**src/rtl/fmcw_chirp_scheduler.sv**
```systemverilog
// FMCW chirp scheduler: frames ramp/guard cycles, tracks FFT frames still in flight,
// and stalls the next chirp while two FFT results are still owed downstream.
module fmcw_chirp_scheduler #(
  parameter int unsigned CNT_WIDTH = 16,
  parameter int unsigned CFG_WIDTH = 8
) (
  input  logic                 aclk,
  input  logic                 aresetn,
  input  logic                 start,
  input  logic                 stop,
  input  logic [CNT_WIDTH-1:0] cfg_period,
  input  logic [CNT_WIDTH-1:0] cfg_ramp_len,
  input  logic [7:0]           cfg_nchirps,
  input  logic [CFG_WIDTH-1:0] cfg_window,
  input  logic                 fft_tlast,
  input  logic                 win_err,
  output logic                 ramp,
  output logic [CFG_WIDTH-1:0] win_cfg,
  output logic [7:0]           chirp_idx,
  output logic                 busy,
  output logic                 frame_done,
  output logic                 overrun,
  output logic                 cfg_err,
  output logic                 err_latched
);

  typedef enum logic [1:0] {IDLE, RAMP, GUARD, DRAIN} state_t;

  state_t               state, state_nxt;
  logic [CNT_WIDTH-1:0] cnt, cnt_nxt;
  logic [CNT_WIDTH-1:0] period_s, period_s_nxt;
  logic [CNT_WIDTH-1:0] ramp_len_s, ramp_len_s_nxt;
  logic [7:0]           nchirps_s, nchirps_s_nxt;
  logic [1:0]           outstanding, outstanding_nxt;
  logic                 win_err_d;
  logic                 ramp_nxt, busy_nxt, frame_done_nxt;
  logic                 overrun_nxt, cfg_err_nxt, err_latched_nxt;
  logic [CFG_WIDTH-1:0] win_cfg_nxt;
  logic [7:0]           chirp_idx_nxt;

  logic       cfg_ok, tlast_eff, ramp_end, guard_end, last_chirp, ramp_entry;
  logic [1:0] out_dec;

  assign cfg_ok     = (cfg_ramp_len != '0) && (cfg_ramp_len < cfg_period);
  assign tlast_eff  = fft_tlast && (outstanding != 2'd0);
  assign out_dec    = outstanding - 2'(tlast_eff);
  assign ramp_end   = (cnt == ramp_len_s - CNT_WIDTH'(1));
  assign guard_end  = (cnt == period_s - ramp_len_s - CNT_WIDTH'(1));
  assign last_chirp = (nchirps_s != 8'd0) && (8'(chirp_idx + 8'd1) == nchirps_s);
  assign ramp_entry = (state_nxt == RAMP) && (state != RAMP);

  // State and datapath registers
  always_ff @(posedge aclk) begin
    if (!aresetn) begin
      state       <= IDLE;
      cnt         <= '0;
      period_s    <= '0;
      ramp_len_s  <= '0;
      nchirps_s   <= '0;
      outstanding <= '0;
      win_err_d   <= 1'b0;
      ramp        <= 1'b0;
      win_cfg     <= '0;
      chirp_idx   <= '0;
      busy        <= 1'b0;
      frame_done  <= 1'b0;
      overrun     <= 1'b0;
      cfg_err     <= 1'b0;
      err_latched <= 1'b0;
    end else begin
      state       <= state_nxt;
      cnt         <= cnt_nxt;
      period_s    <= period_s_nxt;
      ramp_len_s  <= ramp_len_s_nxt;
      nchirps_s   <= nchirps_s_nxt;
      outstanding <= outstanding_nxt;
      win_err_d   <= win_err;
      ramp        <= ramp_nxt;
      win_cfg     <= win_cfg_nxt;
      chirp_idx   <= chirp_idx_nxt;
      busy        <= busy_nxt;
      frame_done  <= frame_done_nxt;
      overrun     <= overrun_nxt;
      cfg_err     <= cfg_err_nxt;
      err_latched <= err_latched_nxt;
    end
  end

  // Next-state logic; the stall decision uses the count after this cycle's tlast
  always_comb begin
    state_nxt = state;
    case (state)
      IDLE:  if (start && cfg_ok) state_nxt = RAMP;
      RAMP: begin
        if (stop)          state_nxt = DRAIN;
        else if (ramp_end) state_nxt = GUARD;
      end
      GUARD: begin
        if (stop)                              state_nxt = DRAIN;
        else if (guard_end && out_dec != 2'd2) state_nxt = last_chirp ? DRAIN : RAMP;
      end
      DRAIN: if (out_dec == 2'd0) state_nxt = IDLE;
      default: state_nxt = IDLE;
    endcase
  end

  // Registered-output and datapath next values
  always_comb begin
    cnt_nxt         = cnt;
    period_s_nxt    = period_s;
    ramp_len_s_nxt  = ramp_len_s;
    nchirps_s_nxt   = nchirps_s;
    outstanding_nxt = out_dec + 2'(ramp_entry);
    ramp_nxt        = (state_nxt == RAMP);
    busy_nxt        = (state_nxt != IDLE);
    frame_done_nxt  = (state == DRAIN) && (state_nxt == IDLE);
    win_cfg_nxt     = win_cfg;
    chirp_idx_nxt   = chirp_idx;
    overrun_nxt     = overrun;
    cfg_err_nxt     = cfg_err;
    err_latched_nxt = err_latched;

    if (state_nxt != state)
      cnt_nxt = '0;
    else if ((state == RAMP) || ((state == GUARD) && !guard_end))
      cnt_nxt = cnt + CNT_WIDTH'(1);

    if (ramp_entry) begin
      win_cfg_nxt   = cfg_window;
      chirp_idx_nxt = (state == IDLE) ? 8'd0 : 8'(chirp_idx + 8'd1);
    end

    if ((state == IDLE) && start) begin
      if (cfg_ok) begin
        period_s_nxt    = cfg_period;
        ramp_len_s_nxt  = cfg_ramp_len;
        nchirps_s_nxt   = cfg_nchirps;
        overrun_nxt     = 1'b0;
        cfg_err_nxt     = 1'b0;
        err_latched_nxt = 1'b0;
      end else begin
        cfg_err_nxt = 1'b1;
      end
    end

    if ((state == GUARD) && !stop && guard_end && (outstanding == 2'd2))
      overrun_nxt = 1'b1;

    if ((state != IDLE) && win_err && !win_err_d)
      err_latched_nxt = 1'b1;
  end

endmodule

```
**config.mk**
```make
export PLATFORM = sky130hd
export DESIGN_NAME = fmcw_chirp_scheduler
export DESIGN_NICKNAME = d
export VERILOG_FILES = /design/src/rtl/fmcw_chirp_scheduler.sv
export SDC_FILE = /design/constraint.sdc
export NUM_CORES = 1
export LEC_CHECK = 0
export BUFFER_PORTS_ARGS = -buffer_cell sky130_fd_sc_hd__buf_2
export CAP_MARGIN = 20
export CORE_MARGIN = 5
export CORE_UTILIZATION = 55
export CTS_BUF_LIST = sky130_fd_sc_hd__clkbuf_2 sky130_fd_sc_hd__clkbuf_4 sky130_fd_sc_hd__clkbuf_8
export CTS_CLUSTER_DIAMETER = 60
export DETAILED_ROUTE_END_ITERATION = 7
export PLACE_DENSITY = 0.84
export REMOVE_ABC_BUFFERS = 1
export SKIP_CTS_REPAIR_TIMING = 1
export SYNTH_ARGS = -nofsm -noshare
export SYNTH_HDL_FRONTEND = slang
export SYNTH_SLANG_ARGS = --single-unit
```
**constraint.sdc**
```tcl
create_clock -name aclk -period 4.1 [get_ports aclk]
set_input_delay 0.41 -clock aclk [delete_from_list [all_inputs] [get_ports aclk]]
set_output_delay 0.41 -clock aclk [all_outputs]
set_load 0.02 [all_outputs]
```
==> results of run 1 <==
==> worst paths after layout <==
path                                            startpoint                         to  slack, ns  cells past startpoint
worst max-delay path            ramp_len_s[0]$_SDFFE_PN0P_  chirp_idx[7]$_SDFFE_PN0P_       0.44                     13
worst min register to register        win_err_d$_SDFF_PN0_   err_latched$_SDFFE_PN0P_       0.42                      1
worst max register to register  ramp_len_s[0]$_SDFFE_PN0P_  chirp_idx[7]$_SDFFE_PN0P_       0.44                     13
worst min-delay path                         cfg_window[7]    win_cfg[7]$_SDFFE_PN0P_       0.25                      3
==> registers in the layout, summed over array words and instances, names as in the netlist <==
register and flops:
outstanding 2, nchirps_s 8, err_latched 1, ramp 1, ramp_len_s 16, period_s 16, win_cfg 8, state 2
cnt 16, busy 1, win_err_d 1, frame_done 1, chirp_idx 8, overrun 1, cfg_err 1
==> cell type report <==
| cell class | count | area, sq um | share of cell area [%] |
|---|---|---|---|
| Clock buffer | 10 | 138 | 2.07 |
| Sequential cell | 83 | 1660 | 25.0 |
| Inverter | 39 | 146 | 2.20 |
| Multi-Input combinational cell | 570 | 4040 | 60.7 |
| Clock inverter | 6 | 71.3 | 1.07 |
| Timing Repair Buffer | 80 | 425 | 6.39 |
| Tap cell | 140 | 175 | 2.63 |
==> cell usage in the layout (no fill, tap or decap), types with 9 or more instances in the layout <==
cell type,instances
sky130_fd_sc_hd__dfxtp_1,83
sky130_fd_sc_hd__buf_2,75
sky130_fd_sc_hd__a21oi_1,46
sky130_fd_sc_hd__nor2b_1,45
sky130_fd_sc_hd__nand2_1,40
sky130_fd_sc_hd__inv_1,39
sky130_fd_sc_hd__nor3_1,36
sky130_fd_sc_hd__nor2_1,35
sky130_fd_sc_hd__ha_1,35
sky130_fd_sc_hd__xnor2_1,34
sky130_fd_sc_hd__mux2i_1,28
sky130_fd_sc_hd__o21ai_0,22
sky130_fd_sc_hd__nand3_1,21
sky130_fd_sc_hd__xor2_1,20
sky130_fd_sc_hd__o211ai_1,19
sky130_fd_sc_hd__o21a_1,19
sky130_fd_sc_hd__and3_1,17
sky130_fd_sc_hd__and2_1,14
sky130_fd_sc_hd__a21o_1,13
sky130_fd_sc_hd__nand2b_1,12
sky130_fd_sc_hd__nand4_1,10
sky130_fd_sc_hd__clkbuf_8,10
sky130_fd_sc_hd__nor4_1,9
==> cells by family (layout without fill, tap and decap cells) <==
kind of cell               count (synthesis)  after routing  synth area share [%]
muxes                                     30             30                  5.05
adders and majority gates                 36             36                  7.64
buffers and inverters                     76            135                  5.28
and+or+nand+nor                          266            266                  24.9
DFF                                       83             83                  27.7
AOI/OAI and AO/OA                        183            183                  21.1
xor gates and xnor gates                  55             55                  8.29
==> synth_stat cells (2+ instances only) <==
cell type	number	area [sq um]
sky130_fd_sc_hd__o211a_1	4	40.0
sky130_fd_sc_hd__nand2b_1	12	75.1
sky130_fd_sc_hd__o21ai_0	22	110
sky130_fd_sc_hd__a21oi_1	47	235
sky130_fd_sc_hd__nor3_1	36	180
sky130_fd_sc_hd__a311oi_1	2	17.5
sky130_fd_sc_hd__nor2_1	35	131
sky130_fd_sc_hd__nor4_1	10	62.6
sky130_fd_sc_hd__o22ai_1	7	43.8
sky130_fd_sc_hd__a2111oi_0	3	26.3
sky130_fd_sc_hd__xnor2_1	34	298
sky130_fd_sc_hd__clkbuf_1	23	86.3
sky130_fd_sc_hd__a31oi_1	6	37.5
sky130_fd_sc_hd__buf_6	2	22.5
sky130_fd_sc_hd__ha_1	35	438
sky130_fd_sc_hd__a311o_1	2	20.0
sky130_fd_sc_hd__a211oi_1	9	67.6
sky130_fd_sc_hd__inv_1	39	146
sky130_fd_sc_hd__mux2i_1	28	280
sky130_fd_sc_hd__a211o_1	3	26.3
sky130_fd_sc_hd__xor2_1	20	175
sky130_fd_sc_hd__nor2b_1	45	282
sky130_fd_sc_hd__nor4b_1	2	17.5
sky130_fd_sc_hd__o31ai_1	2	15.0
sky130_fd_sc_hd__o21a_1	19	143
sky130_fd_sc_hd__buf_2	10	50.1
sky130_fd_sc_hd__a21boi_0	4	30.0
sky130_fd_sc_hd__o221ai_1	2	17.5
sky130_fd_sc_hd__nand4_1	10	62.6
sky130_fd_sc_hd__and4_1	5	43.8
sky130_fd_sc_hd__o2111ai_1	3	26.3
sky130_fd_sc_hd__dfxtp_1	83	1660
sky130_fd_sc_hd__or3_1	4	25.0
sky130_fd_sc_hd__and2_1	14	87.6
sky130_fd_sc_hd__nand2_1	40	150
sky130_fd_sc_hd__a21o_1	13	97.6
sky130_fd_sc_hd__nand3_1	21	105
sky130_fd_sc_hd__and2_2	2	15.0
sky130_fd_sc_hd__o211ai_1	19	143
sky130_fd_sc_hd__mux2_2	2	22.5
sky130_fd_sc_hd__o21ba_2	2	20.0
sky130_fd_sc_hd__and3_1	17	106
==> tightest hold or removal path, stage by stage <==
cell	delay, ns
sky130_fd_sc_hd__buf_2	0.07
sky130_fd_sc_hd__nand3_1	0.05
sky130_fd_sc_hd__o21ai_0	0.06
==> power by group through the flow <==
stage / Clock, W / Combinational (W) / Sequential [W]
after floorplan: 0 / 0.000736 / 0.000958
after global placement: 0 / 0.000960 / 0.000953
after detailed placement: 0 / 0.000991 / 0.000957
after CTS: 0.000635 / 0.000999 / 0.000939
after global routing: 0.000671 / 0.00111 / 0.000949
final: 0.000631 / 0.00102 / 0.000942
==> metrics by stage <==
step / cells / util [%] / setup slack [ns] / setup TNS (ns)
5_1_grt: 928 / 61.9 / 0.155 / 0
2_1_floorplan: 692 / - / -3.24 / -193.63
3_5_place_dp: 912 / 59.9 / 0.393 / 0
6_report: 928 / 61.9 / 0.441 / 0
3_3_place_gp: 912 / 59.9 / 0.478 / 0
4_1_cts: 928 / 61.8 / 0.380 / 0
==> per-layer routing <==
metal / wire length (microns) / vias up / GRT usage [%] / share of wire [%]
met3: 1400 / 49 / 6.08 / 8.6
li1: - / 2731 / - / -
met4: 453 / 0 / 9.26 / 2.8
met2: 7560 / 254 / 41.0 / 46
met5: 0 / - / 0 / 0
met1: 6860 / 2687 / 32.9 / 42
==> results_tabular.tex, run 1 <==
\begin{tabular}{lr}
\hline
Metric & Value \\
\hline
\multicolumn{2}{l}{\textbf{Status}} \\
Run status & finished clean \\
\multicolumn{2}{l}{\textbf{Place}} \\
Total cell area at the placement stage & about 0.0064 sq mm \\
HPWL after DPL & between 10 and 15 mm \\
GP Congestion & approximately 1 \\
I/O Buffers & 75 \\
\multicolumn{2}{l}{\textbf{Timing}} \\
Final-report max-slew violation count & 0 \\
Max-Slew Margin vs Limit & 34.4\% \\
Setup repair after global routing missed its margin & no \\
Portion of the clock cycle consumed by the worst path in the final layout & about nine tenths \\
Skew final & approximately 0.015 ns \\
Slew at the pin with the worst max-slew slack & between 0.9 and 1 ns \\
Final hold slack & around 0.25 ns \\
F\_max & 273 MHz \\
Count of endpoints failing hold in the final timing report & 0 \\
Min Tclk post-route & 3.66 ns \\
Setup-failing EPs final & 0 \\
\multicolumn{2}{l}{\textbf{Yosys}} \\
Number of distinct standard cells referenced by the synthesized netlist & 73 \\
Register area share after synthesis & between 20\% and 30\% \\
Top\_reg\_cell synth & sky130\_fd\_sc\_hd\_\_dfxtp\_1 \\
Async SR Flop Fraction & 0\% \\
Post-Syn Area & approximately 0.0060 sq mm \\
Synth Instances & 729 \\
Yosys warns & 0 \\
Number of synthesized register bits & slightly above 80 \\
Avg Inst Size Synth & slightly above 8 sq um \\
EDFF count, synth & 0 \\
\multicolumn{2}{l}{\textbf{Clock network}} \\
Max Root-Sink Buffers & 2 \\
H-tree levels & 3 \\
Clock tree sinks & 83 \\
Clock transition time at the flip-flop clock pins of the worst setup and hold paths & approximately 0.090 ns \\
Number of buffers added by the clock tree synthesis step & 9 \\
Root buf cell & sky130\_fd\_sc\_hd\_\_clkbuf\_8 \\
Clock latency reported for the late side of the worst-skew pair & between 0.3 and 0.4 ns \\
Clock tree from TritonCTS & yes \\
\multicolumn{2}{l}{\textbf{Cells and area}} \\
Final cell area excluding filler cells & roughly 0.0067 sq mm \\
Number of filler instances in the final layout & 954 \\
Final \#Nets & 873 \\
Number of antenna cells inserted & 0 \\
Fraction of final layout cells with drive strength greater than 1 & approximately 15\% \\
Area delta synth->final & 11.0\% \\
\multicolumn{2}{l}{\textbf{Die}} \\
Number of I/O pins & 76 \\
Die Area & between 0.01 and 0.015 sq mm \\
Effective utilization at floorplan & 55.8\% \\
Die width & roughly 110 microns \\
Area of the core & about 0.011 sq mm \\
Y dimension of the die & $\sim$110 microns \\
Number of placement rows & 38 \\
\multicolumn{2}{l}{\textbf{Setup path}} \\
Required time reported for the critical path endpoint & 4.43 ns \\
Largest incremental delay on the critical path & between 0.4 and 0.5 ns \\
Crit Path Category & flop to flop \\
Element type at the critical path end & flop \\
Worst setup SP type & flop \\
Crit path cell chain & inv\_1 > ha\_1 > fa\_1 > a21o\_1 > a221oi\_2 > o211a\_1 > o21ai\_0 > a2111oi\_4 > nand3\_1 > a21oi\_2 > buf\_4 > nor4b\_1 > o21a\_1 \\
Crit path buffers/inverters & 2 \\
Crit-path leading delay family & compound AO/OA/AOI/OAI gates \\
Largest fanout on the critical path & 27 \\
Critical-path cell with the highest stage delay & sky130\_fd\_sc\_hd\_\_fa\_1 \\
Endpoint arrival time on the critical path & roughly 4 ns \\
\multicolumn{2}{l}{\textbf{Power}} \\
Int Power & around 0.0016 W \\
Worst-case vdd ir drop & 0.000224 V \\
Overall power & roughly 0.0026 W \\
Seq pwr share & 36.3\% \\
Static leakage & about 2.8 nW \\
Combinational Power Share & 39.4\% \\
Switching Fraction & 38.2\% \\
Power density over the cells & 390 mW/mm\^{}2 \\
Clk network pwr share & around 24\% \\
Switching component of the power & between 0.0009 and 0.001 W \\
\multicolumn{2}{l}{\textbf{Route}} \\
Iteration count of the initial detailed-routing pass & 6 \\
Routed WL per cell & roughly 18 microns \\
Post-Route WL & approximately 16 mm \\
Count of nets left with antenna violations after detail routing & 0 \\
Initial drt markers & a little under 600 \\
Vias per std cell & 6.16 \\
DR DRC count & 0 \\
Count of vias placed by the detailed router & around 5,700 \\
\multicolumn{2}{l}{\textbf{Global route}} \\
Via count of the first global-routing pass & around 5,700 \\
Largest net degree at the start of global routing & 53 \\
Overall global routing resource usage & around 25\% \\
Overflow left after global routing & 0 \\
First-pass GRT wire length & between 20 and 30 mm \\
Number of antenna violations at the first check in global routing & 0 \\
\multicolumn{2}{l}{\textbf{Min path}} \\
Type of the most critical hold path & primary input to flop \\
\multicolumn{2}{l}{\textbf{Job}} \\
Reported max-cap violation count & 0 \\
\hline
\end{tabular}
Power figures use the tool's default switching activity.
==> run 2: changes to the inputs <==
==> constraint.sdc (replaced) <==
create_clock -name aclk -period 4.6 [get_ports aclk]
set_input_delay 0.46 -clock aclk [delete_from_list [all_inputs] [get_ports aclk]]
set_output_delay 0.46 -clock aclk [all_outputs]
set_load 0.02 [all_outputs]
==> run 2 against run 1 <==
Against the previous run: first-iteration DRC count is 20% lower; clock skew is 0.0017 ns lower; core utilization is 0.52 points lower; worst hold slack better by 0.056 ns; combinational power is 12% lower; maximum frequency is 6.5% lower; die area stayed put; sequential power is 11% lower; largest cell class unchanged; sequential share of layout area is 0.21 points higher.
==> results_tabular.tex, run 2 (synthesized netlist as in run 1, its figures left out) <==
\begin{tabular}{lr}
\hline
Metric & Value \\
\hline
\multicolumn{2}{l}{\textbf{Clock network}} \\
Clock tree sinks & 83 \\
Number of buffers added by the clock tree synthesis step & 9 \\
H-tree levels & 3 \\
Max Root-Sink Buffers & 2 \\
Clock latency reported for the late side of the worst-skew pair & 0.37 ns \\
Clock transition time at the flip-flop clock pins of the worst setup and hold paths & approximately 0.10 ns \\
Root buf cell & sky130\_fd\_sc\_hd\_\_clkbuf\_8 \\
Clock tree from TritonCTS & yes \\
\multicolumn{2}{l}{\textbf{Job}} \\
Reported max-cap violation count & 0 \\
\multicolumn{2}{l}{\textbf{Die}} \\
Area of the core & 0.0107 sq mm \\
Number of I/O pins & 76 \\
Y dimension of the die & 114 microns \\
Effective utilization at floorplan & 55.8\% \\
Die Area & about 0.013 sq mm \\
Number of placement rows & 38 \\
Die width & roughly 110 microns \\
\multicolumn{2}{l}{\textbf{Setup path}} \\
Crit path cell chain & inv\_1 > ha\_1 > fa\_1 > a21o\_1 > a221oi\_2 > or3\_1 > o211ai\_1 > nor4\_1 > nand3\_1 > a21oi\_2 > buf\_4 > nor4b\_1 > o21a\_1 \\
Cell count along the critical path & 13 \\
Largest fanout on the critical path & 21 \\
Required time reported for the critical path endpoint & about 5 ns \\
Endpoint arrival time on the critical path & 4.24 ns \\
Largest incremental delay on the critical path & $\sim$0.55 ns \\
Worst setup SP type & flop \\
Crit path buffers/inverters & 2 \\
Worst R2R Path Depth & 13 \\
Crit-path leading delay family & simple AND/OR/NAND/NOR gates \\
R2R Path End & chirp\_idx[6]\$\_SDFFE\_PN0P\_ \\
Crit Path Category & flop to flop \\
Startpoint of the most critical setup path & ramp\_len\_s[0]\$\_SDFFE\_PN0P\_ \\
Destination of the critical timing path & chirp\_idx[6]\$\_SDFFE\_PN0P\_ \\
Critical-path cell with the highest stage delay & sky130\_fd\_sc\_hd\_\_nor4\_1 \\
Element type at the critical path end & flop \\
Beginning of the worst register-to-register path & ramp\_len\_s[0]\$\_SDFFE\_PN0P\_ \\
FF-to-FF setup slack & between 0.6 and 0.7 ns \\
\multicolumn{2}{l}{\textbf{Global route}} \\
First-pass GRT wire length & approximately 26 mm \\
Via count of the first global-routing pass & around 5,500 \\
Most used routing layer & met2 \\
Global Route met2 Usage & $\sim$42\% \\
Met1 Usage GRT & approximately 31\% \\
Largest net degree at the start of global routing & 56 \\
Overflow left after global routing & 0 \\
Overall global routing resource usage & between 20\% and 30\% \\
Met3 track demand over resource in global routing & under 10\% \\
Number of antenna violations at the first check in global routing & 0 \\
\multicolumn{2}{l}{\textbf{Timing}} \\
Skew final & 0.0137 ns \\
Count of endpoints failing hold in the final timing report & 0 \\
Setup-failing EPs final & 0 \\
Max-Slew Margin vs Limit & 32.8\% \\
Portion of the clock cycle consumed by the worst path in the final layout & between 80\% and 90\% \\
Final hold slack & approximately 0.31 ns \\
Final critical-path setup slack & $\sim$0.68 ns \\
Slew at the pin with the worst max-slew slack & between 0.9 and 1 ns \\
Setup repair after global routing missed its margin & no \\
Final-report max-slew violation count & 0 \\
F\_max & $\sim$260 MHz \\
Min Tclk post-route & about 3.9 ns \\
\multicolumn{2}{l}{\textbf{Place}} \\
HPWL after DPL & 12.7 mm \\
Post-placement worst setup slack & 0.734 ns \\
I/O Buffers & between 70 and 80 \\
Dpl cells & between 900 and 1,000 \\
Total cell area at the placement stage & approximately 0.0064 sq mm \\
GP Congestion & around 0.96 \\
\multicolumn{2}{l}{\textbf{Route}} \\
Count of vias placed by the detailed router & 5,712 \\
Count of nets left with antenna violations after detail routing & 0 \\
Iteration count of the initial detailed-routing pass & 5 \\
Routed WL per cell & approximately 17 microns \\
Initial drt markers & approximately 470 \\
Post-Route WL & 16.1 mm \\
DR DRC count & 0 \\
Vias per std cell & a little over 6 \\
\multicolumn{2}{l}{\textbf{Cells and area}} \\
Final \#Nets & 872 \\
Area delta synth->final & 10.1\% \\
Fraction of final layout cells with drive strength greater than 1 & 14.7\% \\
Most common cell after layout, fill and taps aside & sky130\_fd\_sc\_hd\_\_dfxtp\_1 \\
Number of antenna cells inserted & 0 \\
Most used cells in the layout excluding fill and tap cells & 83 x sky130\_fd\_sc\_hd\_\_dfxtp\_1, 75 x sky130\_fd\_sc\_hd\_\_buf\_2, 47 x sky130\_fd\_sc\_hd\_\_a21oi\_1 \\
Biggest regs & cnt x16, period\_s x16, ramp\_len\_s x16 \\
Number of filler instances in the final layout & 925 \\
Final cell area excluding filler cells & approximately 0.0066 sq mm \\
Cell Count, Final, Fillers Out & 927 \\
\multicolumn{2}{l}{\textbf{Power}} \\
Worst-case vdd ir drop & 0.000228 V \\
Overall power & 0.00224 W \\
Static leakage & between 2 and 3 nW \\
Power density over the cells & around 340 mW/mm\^{}2 \\
\multicolumn{2}{l}{\textbf{Status}} \\
Run status & finished clean \\
\multicolumn{2}{l}{\textbf{Min path}} \\
Type of the most critical hold path & primary input to flop \\
Hold path depth & 3 \\
\hline
\end{tabular}
-- run 2: final cells by class --
class | instances | area, sq um | share of cell area, %
clock buffer | 9 | 124 | 1.88
clock inverter | 7 | 58.8 | 0.891
inverter | 39 | 146 | 2.22
multi-input combinational | 570 | 4030 | 61.0
sequential | 83 | 1660 | 25.2
tap | 140 | 175 | 2.65
timing repair buffer | 79 | 405 | 6.14
-- run 2: metal layers --
metal  vias to the layer above  share of wire (%)  wire length [microns]
li1                       2743                  -                      -
met1                      2709                 42                   6810
met2                       232                 48                   7680
met3                        28                7.9                   1280
met4                         0                2.3                    365
met5                         -                  0                      0
-- run 2: worst reg2reg max path, cell delays in order (launching register included) --
cell and delay (ns):
sky130_fd_sc_hd__dfxtp_1 0.41, sky130_fd_sc_hd__inv_1 0.11, sky130_fd_sc_hd__ha_1 0.24, sky130_fd_sc_hd__fa_1 0.41
sky130_fd_sc_hd__a21o_1 0.23, sky130_fd_sc_hd__a221oi_2 0.40, sky130_fd_sc_hd__or3_1 0.18, sky130_fd_sc_hd__o211ai_1 0.08
sky130_fd_sc_hd__nor4_1 0.55, sky130_fd_sc_hd__nand3_1 0.24, sky130_fd_sc_hd__a21oi_2 0.35, sky130_fd_sc_hd__buf_4 0.29
sky130_fd_sc_hd__nor4b_1 0.25, sky130_fd_sc_hd__o21a_1 0.14
-- run 2: worst min-delay path by stage --
stage	end	slack (ns)	startpoint
after floorplan	err_latched$_SDFFE_PN0P_	0.39	win_err_d$_SDFF_PN0_
after global placement	err_latched$_SDFFE_PN0P_	0.39	win_err_d$_SDFF_PN0_
after detailed placement	err_latched$_SDFFE_PN0P_	0.41	win_err_d$_SDFF_PN0_
after CTS	win_err_d$_SDFF_PN0_	0.30	win_err
after global routing	win_cfg[0]$_SDFFE_PN0P_	0.30	cfg_window[0]
final	win_cfg[6]$_SDFFE_PN0P_	0.31	cfg_window[6]
-- run 2: per-stage QoR --
step / TNS [ns] / utilization (%)
6_report: 0 / 61.4
4_1_cts: 0 / 61.4
5_1_grt: 0 / 61.4
2_1_floorplan: -158.53 / -
3_3_place_gp: 0 / 59.7
3_5_place_dp: 0 / 59.7
-- run 2: power breakdown --
| group | internal [W] | switching, W |
|---|---|---|
| clock | 0.000205 | 0.000294 |
| sequential | 0.000777 | 0.0000637 |
| combinational | 0.000378 | 0.000519 |
| total | 0.00136 | 0.000877 |
==> run 3: changes to the inputs <==
--- a/config.mk
+++ b/config.mk
@@ -12,7 +12,9 @@
 export CTS_BUF_LIST = sky130_fd_sc_hd__clkbuf_2 sky130_fd_sc_hd__clkbuf_4 sky130_fd_sc_hd__clkbuf_8
 export CTS_CLUSTER_DIAMETER = 60
 export DETAILED_ROUTE_END_ITERATION = 7
+export GPL_TIMING_DRIVEN = 0
 export PLACE_DENSITY = 0.84
+export RECOVER_POWER = 100
 export REMOVE_ABC_BUFFERS = 1
 export SKIP_CTS_REPAIR_TIMING = 1
 export SYNTH_ARGS = -nofsm -noshare
==> run 3 against run 2 <==
Against the previous run: register-to-register slack worse by 0.29 ns; maximum frequency down 6.9%; final area increased by 0.99%; via count fell by 0.12%; worst setup slack got worse by 0.29 ns; count of clock-buffer cells in the layout increased by 2; highest routed layer unchanged.
==> results_tabular.tex, run 3 (synthesized netlist as in run 1, its figures left out) <==
\begin{tabular}{lr}
\hline
Metric & Value \\
\hline
\multicolumn{2}{l}{\textbf{Die}} \\
Number of I/O pins & 76 \\
Effective utilization at floorplan & a little under three fifths \\
Number of placement rows & 38 \\
Area of the core & 0.0107 sq mm \\
Die width & roughly 110 microns \\
Y dimension of the die & roughly 110 microns \\
Die Area & 0.0131 sq mm \\
\multicolumn{2}{l}{\textbf{Min path}} \\
End of the worst hold path & win\_cfg[6]\$\_SDFFE\_PN0P\_ \\
Worst Hold Launch & cfg\_window[6] \\
Hold path depth & 3 \\
Type of the most critical hold path & primary input to flop \\
\multicolumn{2}{l}{\textbf{Setup path}} \\
Crit Path Category & flop to flop \\
Worst R2R Path Depth & 13 \\
Worst setup SP type & flop \\
Endpoint arrival time on the critical path & 4.53 ns \\
Element type at the critical path end & flop \\
Beginning of the worst register-to-register path & ramp\_len\_s[0]\$\_SDFFE\_PN0P\_ \\
FF-to-FF setup slack & between 0.3 and 0.4 ns \\
Largest fanout on the critical path & 20 \\
Required time reported for the critical path endpoint & a little under 5 ns \\
R2R Path End & chirp\_idx[7]\$\_SDFFE\_PN0P\_ \\
\multicolumn{2}{l}{\textbf{Global route}} \\
Number of antenna violations at the first check in global routing & 0 \\
Overflow left after global routing & 0 \\
Via count of the first global-routing pass & approximately 5,500 \\
First-pass GRT wire length & approximately 26 mm \\
Largest net degree at the start of global routing & 75 \\
Overall global routing resource usage & between 20\% and 30\% \\
\multicolumn{2}{l}{\textbf{Timing}} \\
Slew at the pin with the worst max-slew slack & roughly 1.0 ns \\
F\_max & about 240 MHz \\
Skew final & around 0.012 ns \\
Final-report max-slew violation count & 0 \\
Count of endpoints failing hold in the final timing report & 0 \\
Max-Slew Margin vs Limit & between 30\% and 40\% \\
Portion of the clock cycle consumed by the worst path in the final layout & about nine tenths \\
Min Tclk post-route & around 4.2 ns \\
Setup repair after global routing missed its margin & no \\
Setup-failing EPs final & 0 \\
\multicolumn{2}{l}{\textbf{Place}} \\
Dpl cells & 910 \\
I/O Buffers & 75 \\
Total cell area at the placement stage & around 0.0064 sq mm \\
GP Congestion & approximately 0.95 \\
HPWL after DPL & $\sim$12 mm \\
\multicolumn{2}{l}{\textbf{Route}} \\
Vias per std cell & between 6 and 7 \\
DR DRC count & 0 \\
Routed WL per cell & about 17 microns \\
Count of nets left with antenna violations after detail routing & 0 \\
Iteration count of the initial detailed-routing pass & 5 \\
Count of vias placed by the detailed router & 5,705 \\
Initial drt markers & just under 500 \\
Post-Route WL & 16.1 mm \\
\multicolumn{2}{l}{\textbf{Clock network}} \\
Clock transition time at the flip-flop clock pins of the worst setup and hold paths & about 0.09 ns \\
Clock tree sinks & a little over 80 \\
Max Root-Sink Buffers & 2 \\
Number of buffers added by the clock tree synthesis step & 9 \\
Clock tree from TritonCTS & yes \\
Root buf cell & sky130\_fd\_sc\_hd\_\_clkbuf\_8 \\
H-tree levels & 3 \\
Clock latency reported for the late side of the worst-skew pair & 0.38 ns \\
\multicolumn{2}{l}{\textbf{Power}} \\
Static leakage & 2.70 nW \\
Worst-case vdd ir drop & between 0.0002 and 0.00025 V \\
Power density over the cells & between 300 and 400 mW/mm\^{}2 \\
\multicolumn{2}{l}{\textbf{Job}} \\
Reported max-cap violation count & 0 \\
\multicolumn{2}{l}{\textbf{Cells and area}} \\
Final \#Nets & 873 \\
Cell Count, Final, Fillers Out & 928 \\
Final cell area excluding filler cells & roughly 0.0067 sq mm \\
Most used cells in the layout excluding fill and tap cells & 83 x sky130\_fd\_sc\_hd\_\_dfxtp\_1, 52 x sky130\_fd\_sc\_hd\_\_buf\_2, 47 x sky130\_fd\_sc\_hd\_\_a21oi\_1 \\
Area delta synth->final & 11.2\% \\
Biggest regs & cnt x16, period\_s x16, ramp\_len\_s x16 \\
Fraction of final layout cells with drive strength greater than 1 & 11.5\% \\
Most common cell after layout, fill and taps aside & sky130\_fd\_sc\_hd\_\_dfxtp\_1 \\
Number of antenna cells inserted & 0 \\
\multicolumn{2}{l}{\textbf{Status}} \\
Run status & finished clean \\
\hline
\end{tabular}
-- run 3: cell count changes in the layout (fill, tap and decap cells not counted), sizes merged --
| cell | previous run | this run |
|---|---|---|
| buf | 79 | 56 |
| bufinv | 0 | 2 |
| clkbuf | 9 | 35 |
| clkinv | 2 | 1 |
| inv | 43 | 40 |
-- run 3: final cells by class --
type / count / area [sq um]
tap: 140 / 175
sequential: 83 / 1660
fill: 943 / 4080
multi-input combinational: 570 / 4020
clock inverter: 5 / 85.1
timing repair buffer: 80 / 428
clock buffer: 11 / 145
inverter: 39 / 146
-- run 3: where the power goes --
part	leakage (nW)	total [W]	switching, W	internal [W]
clock network	0.114	0.000615	0.000286	0.000330
registers	0.676	0.000839	0.0000624	0.000777
logic	1.91	0.000903	0.000521	0.000382
total	2.70	0.00236	0.000869	0.00149
-- run 3: worst max path at each step --
stage | to | depth (start not counted) | start
floorplan | outstanding[0]$_SDFF_PN0_ | 10 | cfg_period[11]
global placement | outstanding[0]$_SDFF_PN0_ | 11 | cfg_period[11]
detailed placement | outstanding[1]$_SDFF_PN0_ | 13 | ramp_len_s[0]$_SDFFE_PN0P_
CTS | outstanding[1]$_SDFF_PN0_ | 13 | ramp_len_s[0]$_SDFFE_PN0P_
global route | chirp_idx[7]$_SDFFE_PN0P_ | 13 | ramp_len_s[0]$_SDFFE_PN0P_
finish | chirp_idx[7]$_SDFFE_PN0P_ | 13 | ramp_len_s[0]$_SDFFE_PN0P_
-- run 3: critical path, cell delays in order (launching register included) --
cell and delay [ns]:
sky130_fd_sc_hd__dfxtp_1 0.42, sky130_fd_sc_hd__inv_1 0.12, sky130_fd_sc_hd__ha_1 0.24, sky130_fd_sc_hd__fa_1 0.43
sky130_fd_sc_hd__a21o_1 0.24, sky130_fd_sc_hd__a221oi_2 0.47, sky130_fd_sc_hd__or3_1 0.20, sky130_fd_sc_hd__o211ai_1 0.08
sky130_fd_sc_hd__nor4_1 0.52, sky130_fd_sc_hd__nand3_1 0.26, sky130_fd_sc_hd__a21oi_2 0.53, sky130_fd_sc_hd__buf_8 0.23
sky130_fd_sc_hd__nor4b_1 0.26, sky130_fd_sc_hd__o21a_1 0.14
-- run 3: through the flow --
| step | setup TNS [ns] | util [%] | hold slack (ns) | worst slack (ns) | power, W |
|---|---|---|---|---|---|
| detailed placement | 0 | 60.0 | 0.403 | 0.0902 | 0.00173 |
| global placement | -286.54 | 59.3 | 0.394 | -4.66 | 0.00170 |
| global route | 0 | 62.0 | 0.312 | 0.212 | 0.00249 |
| finish | 0 | 62.0 | 0.300 | 0.397 | 0.00236 |
| CTS | 0 | 62.1 | 0.286 | 0.0997 | 0.00235 |
| floorplan | -158.53 | - | 0.388 | -2.79 | 0.00151 |
-- run 3: metal layers --
layer  GRT usage (%)  vias up  wire length, microns  part of all wire [%]
met3            4.28       42                  1310                   8.1
met1            32.5     2677                  6870                    43
li1                -     2740                     -                     -
met2            39.5      246                  7440                    46
met4            9.98        0                   476                   3.0
met5               0        -                     0                     0
